==> src/rtl/pc_unit.sv <==
// rtl/pc_unit.sv - MIPS fetch program counter with branch/jump/JR targets and optional delay slot
module pc_unit #(
    parameter logic [31:0] RESET_VECTOR = 32'h0040_0000,
    parameter logic [31:0] EXC_VECTOR   = 32'h8000_0180,
    parameter int          DELAY_SLOT   = 0
) (
    input  logic        clk,
    input  logic        rst_n,
    input  logic        stall,
    input  logic        branch_taken,
    input  logic [15:0] branch_imm,
    input  logic        jump,
    input  logic [25:0] jump_target,
    input  logic        jump_reg,
    input  logic [31:0] reg_target,
    output logic [31:0] pc,
    output logic [31:0] pc_plus4,
    output logic        delay_pending,
    output logic        addr_err
);

    typedef enum logic {
        IDLE = 1'b0,
        SLOT = 1'b1
    } state_t;

    state_t      state;
    logic [31:0] pend_target;
    logic [31:0] branch_tgt;
    logic [31:0] jump_tgt;
    logic [31:0] redirect_tgt;
    logic        redirect;
    logic        jr_misaligned;

    assign pc_plus4      = pc + 32'd4;
    assign branch_tgt    = pc_plus4 + {{14{branch_imm[15]}}, branch_imm, 2'b00};
    assign jump_tgt      = {pc_plus4[31:28], jump_target, 2'b00};
    assign redirect      = jump_reg | jump | branch_taken;
    assign jr_misaligned = jump_reg && (reg_target[1:0] != 2'b00);

    // jump_reg outranks jump, which outranks a conditional branch
    always_comb begin
        redirect_tgt = branch_tgt;
        if (jump_reg) begin
            redirect_tgt = reg_target;
        end else if (jump) begin
            redirect_tgt = jump_tgt;
        end
    end

    always_ff @(posedge clk or negedge rst_n) begin
        if (!rst_n) begin
            pc            <= RESET_VECTOR;
            state         <= IDLE;
            delay_pending <= 1'b0;
            addr_err      <= 1'b0;
            pend_target   <= 32'd0;
        end else begin
            addr_err <= 1'b0;
            if (!stall) begin
                if (jr_misaligned) begin
                    // Trap bypasses the delay slot and drops any captured redirect
                    pc            <= EXC_VECTOR;
                    addr_err      <= 1'b1;
                    state         <= IDLE;
                    delay_pending <= 1'b0;
                    pend_target   <= 32'd0;
                end else if (DELAY_SLOT == 0) begin
                    pc <= redirect ? redirect_tgt : pc_plus4;
                end else begin
                    case (state)
                        IDLE: begin
                            pc <= pc_plus4;
                            if (redirect) begin
                                pend_target   <= redirect_tgt;
                                state         <= SLOT;
                                delay_pending <= 1'b1;
                            end
                        end
                        SLOT: begin
                            // Redirects seen in the slot itself are discarded
                            pc            <= pend_target;
                            state         <= IDLE;
                            delay_pending <= 1'b0;
                        end
                        default: begin
                            pc            <= pc_plus4;
                            state         <= IDLE;
                            delay_pending <= 1'b0;
                        end
                    endcase
                end
            end
        end
    end

endmodule

==> config.mk <==
export PLATFORM = sky130hd
export DESIGN_NAME = pc_unit
export DESIGN_NICKNAME = d
export VERILOG_FILES = /design/src/rtl/pc_unit.sv
export SDC_FILE = /design/constraint.sdc
export NUM_CORES = 1
export LEC_CHECK = 0
export BUFFER_PORTS_ARGS = -buffer_cell sky130_fd_sc_hd__buf_4
export CORE_MARGIN = 2
export CORE_UTILIZATION = 30
export DETAILED_ROUTE_END_ITERATION = 7
export PLACE_DENSITY = 0.62
export SYNTH_ARGS = -nofsm -noshare
export SYNTH_HDL_FRONTEND = slang
export SYNTH_SLANG_ARGS = --single-unit
==> constraint.sdc <==
create_clock -name clk -period 4.6 [get_ports clk]
set_input_delay 0.69 -clock clk [delete_from_list [all_inputs] [get_ports clk]]
set_output_delay 0.69 -clock clk [all_outputs]
set_load 0.01 [all_outputs]
# After elaboration in Yosys (flattened, before gate mapping)
# Cells that the tools add are included.
[op_classes]
n_bitwise = 2
reduce_logical = 2
mux = 6
addsub = 2
[ops]
columns = ["cell", "count"]
rows = [
  ["2-to-1 mux 32 bit", 4],
  ["adder 32 x 3 -> 32 bit (second input constant)", 1],
  ["adder 32 bit", 1],
  ["2-to-1 mux 1 bit", 2],
  ["bitwise OR 1 bit", 2],
  ["nonzero test 2 bit", 1],
  ["logical AND 1 bit", 1],
]
[totals]
input_bits = 80
word_cells = 14
output_inout_bits = 66
ff_bits = 33

# Longest topological paths before layout
[depth]
depth_word = 6
depth_mapped = 19
mapped_depth_nobuf = 16

# Worst setup path before layout
# OpenSTA, ideal clock, no wires.
[synth_path]
path_type = "reg2reg"
from = "reg pc[13]"
to = "reg pc[31]"
synth_period_minus_slack_ns = 4.012
path_stages_with_launch = 20
arrival_ns = 3.879
slack_ns = 0.588
setup_time_ns = 0.133
path_buffers = 3
t_required_ns = 4.467
cell_sequence = "dfrtp_1 > buf_6 > and4_4 > and3_4 > and3_4 > and3_1 > buf_6 > nand2_1 > xnor2_1 > ha_1 > clkbuf_2 > a21oi_2 > nor2_1 > a211oi_1 > o21ai_0 > or4b_1 > o211ai_1 > mux2_1 > a21oi_1 > a21oi_1"
[synth_between]
elab_chain_len = 6
[synth_lines]
columns = ["element", "line_no", "text"]
rows = [
  ["start, declared", "16", "output logic [31:0] pc,"],
  ["start signal, assigned", "69", "pc <= redirect ? redirect_tgt : pc_plus4;"],
  ["start signal, assigned", "73", "pc <= pc_plus4;"],
  ["start signal, assigned", "82", "pc <= pend_target;"],
  ["adder 32 x 3 -> 32 bit", "35", "assign pc_plus4 = pc + 32'd4;"],
  ["net pc_plus4[22]", "17", "output logic [31:0] pc_plus4,"],
  ["adder 32 bit", "36", "assign branch_tgt = pc_plus4 + {{14{branch_imm[15]}}, branch_imm, 2'b00};"],
  ["2-to-1 mux 32 bit", "46", "end else if (jump) begin"],
  ["2-to-1 mux 32 bit", "44", "if (jump_reg) begin"],
  ["2-to-1 mux 32 bit", "69", ""],
  ["2-to-1 mux 32 bit", "61", "if (jr_misaligned) begin"],
]
# The timed path passes the listed nets, and every way through them passes these cells.
# A chain may end at the register's enable or synchronous reset.

# Final worst setup path
[layout_path]
from = "reg pc[2]"
to = "reg pc[31]"
[layout_between]
elab_chain_len = 6
[layout_lines]
columns = ["element", "line_no"]
rows = [
  ["adder 32 x 3 -> 32 bit *", "35"],
  ["adder 32 bit", "36"],
  ["2-to-1 mux 32 bit", "46"],
  ["2-to-1 mux 32 bit", "44"],
  ["2-to-1 mux 32 bit *", "69"],
  ["2-to-1 mux 32 bit *", "61"],
]
# Every way passes the cells marked *; elsewhere a longest branch is shown, timed or not.

==> impl_metrics.json <==
{
  "globalRouteOverflowTotal": 0,
  "synthToLayoutAreaGrowth_pct": 29.6,
  "floorplan.io_pins": 146,
  "ff_latch_area_um2": 827,
  "synth.most_common_cell": "a21oi_1",
  "post_place_instance_area_um2": 5560,
  "groute.usage.overall": 0.213,
  "transition_time_at_the_pin_with_the_least_slew_margin_ns": 0.849,
  "synth_commonest_cells": "60 x a21oi_1, 59 x nand2_1, 49 x nor2_1",
  "slew-limit-headroom": 0.432,
  "cts_root_buf": "clkbuf_16",
  "reg2reg_setup_slack_ns": 0.38,
  "die_h_um": 125,
  "most_frequent_cell_on_the_critical_path": "a21oi_1",
  "fillers": 1528,
  "worst_setup_path_startpoint": "pc[2]",
  "critical_path.endpoint": "pc[31]",
  "core-area_um2": 14500,
  "layout.cell_area.non_filler_um2": 5720,
  "post_synth_num_cell_types": 82,
  "slowest_stage": "a2111oi_2",
  "power.ir.vdd_worst_v": 0.000147,
  "design.final.nets": 818,
  "static_leak_nw": 2.61,
  "grt_first_pass_wirelength_um": 26600,
  "clk_pin_slew_ns": 0.06,
  "cts_post_setup_buffers_inserted": 0,
  "fmax_ghz": 0.237,
  "timing.clock.skew_ns": 0.00941,
  "clock_sink_count": 33,
  "worst_ep_arrival_time_ns": 4.37,
  "cts_hold_buf": 0,
  "start_kind": "register",
  "cts_made_buffers": 5,
  "outcome": "finished, final reports clean",
  "ys_seq_area_frac": 0.187,
  "largest_cells_by_area_after_synthesis": "dfrtp_1 18%, ha_1 10%, xnor2_1 7.1%",
  "timing_worst_setup_path_type": "register to register",
  "ctsHtreeMaxLevel": 2,
  "synth_largest_type_area_fraction": 0.181,
  "hold_path_class": "input port to async pin",
  "start_util": 0.305,
  "worst_ep_required_time_ns": 4.76,
  "period_share": 0.916,
  "dieWidth_um": 125,
  "critical_path.reg2reg.startpoint": "pc[2]",
  "post-synth-top-area-cell": "dfrtp_1",
  "power_per_cell_area_nw_per_um2": 307,
  "post_drt_wl_per_cell_um": 19.3,
  "synthesized_instance_count": 573,
  "first_pass_iters": 5,
  "post-dp-hpwl_um": 12900,
  "route.antenna.remaining_nets": 0,
  "antenna_found_initial": 0,
  "endpoint_kind": "register",
  "regToRegEndpoint": "pc[31]",
  "postSynthRegisterBits": 33,
  "synth_edf_count": 0,
  "rsz0062_at_grt": "false",
  "ant_diodes": 0,
  "floorplan.rows": 44,
  "fp.dieArea_um2": 15700,
  "total_routed_wirelength_um": 17100,
  "total_standard_cell_area_after_synthesis_um2": 4410,
  "share_of_flip_flops_with_an_asynchronous_set_or_reset": 1.00,
  "syn_area_per_cell_um2": 7.70,
  "fin_crit_ns": 4.22,
  "synth_top_flop_cell": "dfrtp_1",
  "drv_cap": 0,
  "tritoncts": "built",
  "route.detailed.drc": 0,
  "synthesis.yosys.warnings": 0,
  "max_stage_delay_ns": 0.48,
  "hold_viol_final": 0,
  "setup_total_negative_slack_ns": 0,
  "clkLatencyLatePin_ns": 0.30,
  "finalSetupViolations": 0,
  "via_density": 5.53,
  "critical_path_peak_fanout": 6,
  "drive_above_1_share": 0.272,
  "clockBufferDepth": 2,
  "worstPathCellList": "ha_1 -> nand2_1 -> nor3_1 -> buf_4 -> nand2_1 -> xnor2_1 -> ha_1 -> a21oi_1 -> o22ai_1 -> a2111oi_2 -> a211oi_2 -> o21a_1 -> o211ai_1 -> mux2_1 -> a21oi_1 -> a21oi_1",
  "maximum_number_of_pins_on_one_net_before_global_route_repair": 58,
  "routabilityCongestion": 0.944,
  "routed-via-count": 4898,
  "place.port_buffers": 144,
  "net_count_synth": 690,
  "multi_input_area_um2": 3300,
  "first_iter_violations": 250,
  "first_global_vias": 4632,
  "timing_max_transition_violations_final": 0,
  "rr_worst_depth": 16
}
## cell families after synthesis
| logic type | share of synthesized area |
|---|---|
| adders and majority gates | 0.107 |
| buffers and inverters | 0.0649 |
| xor gates and xnor gates | 0.105 |
| other | 0.000850 |
| muxes | 0.00255 |
| AOI/OAI and AO/OA | 0.310 |
| DFF | 0.187 |
| and+or+nand+nor | 0.223 |
## stage by stage
step	instances	hold WS (ns)	worst slack, ns	util	total power [mW]
floorplan	573	0.394	0.588	-	1.01
global placement	878	0.494	0.447	0.384	1.37
detailed placement	878	0.497	0.342	0.384	1.37
CTS	886	0.383	0.319	0.395	1.76
global route	886	0.403	0.0855	0.395	1.87
finish	886	0.356	0.385	0.395	1.76
## report_power, final
group	switching, mW	internal, mW
combinational	0.528	0.438
clock	0.154	0.230
sequential	0.0762	0.333
total	0.758	1.00
## how the worst min path moves through the flow
stage | to | slack, ns | cells after the start
after global placement | pc[22] | 0.49 | 2
after detailed placement | pc[22] | 0.50 | 2
after CTS | pc[17] | 0.38 | 1
final | pc[17] | 0.36 | 1
after floorplan | addr_err | 0.39 | 0
after global routing | pc[26] | 0.40 | 1
## worst max-delay path, delay by kind of cell, from the launching register on
family / cells / cell delay, ns
AO/OA/AOI/OAI: 8 / 1.68
XOR/XNOR: 1 / 0.30
adder cells (fa/ha/maj): 2 / 0.63
buffers and inverters: 1 / 0.19
flip-flops: 1 / 0.42
multiplexers: 1 / 0.34
AND/OR/NAND/NOR: 3 / 0.51
## state kept, by name, summed over array words and instances, names as in the netlist
name      cells
addr_err      1
pc           32
## cell type report
cell class	count	share of cell area
inverter	19	0.0125
tap	184	0.0402
multi-input combinational	491	0.577
clock inverter	1	0.000875
clock buffer	7	0.0267
timing repair buffer	151	0.198
sequential	33	0.145
## layout by cell type (no fill, tap or decap), types with 4 or more instances in the layout
cell and instances:
buf_4 151, xnor2_1 36, dfrtp_1 32, a21oi_1 60
and2_1 6, nand3_1 20, a211oi_1 5, a21o_1 14
ha_1 36, o221ai_1 8, nand2b_1 6, nand4_1 6
inv_1 19, o21a_1 6, and3_1 7, o22ai_1 13
o211ai_1 9, nor3_1 6, o21bai_1 4, clkbuf_16 5
nor2_1 49, nand2_1 59, o21ai_0 38, a31oi_1 13
xor2_1 14
## routing by layer
metal	part of all wire	GRT usage	up-vias
met5	0	0	-
met4	0.014	0.0464	0
met3	0.068	0.0355	15
met2	0.44	0.327	204
met1	0.47	0.312	2305
li1	-	-	2374
## what timing repair did
| action | CTS | global route |
|---|---|---|
| setup endpoints to repair | 0 | 2 |
| hold endpoints to repair | 0 | 0 |
| resized for setup | 0 | 2 |
No activity file was read; power rests on OpenSTA's default activity.
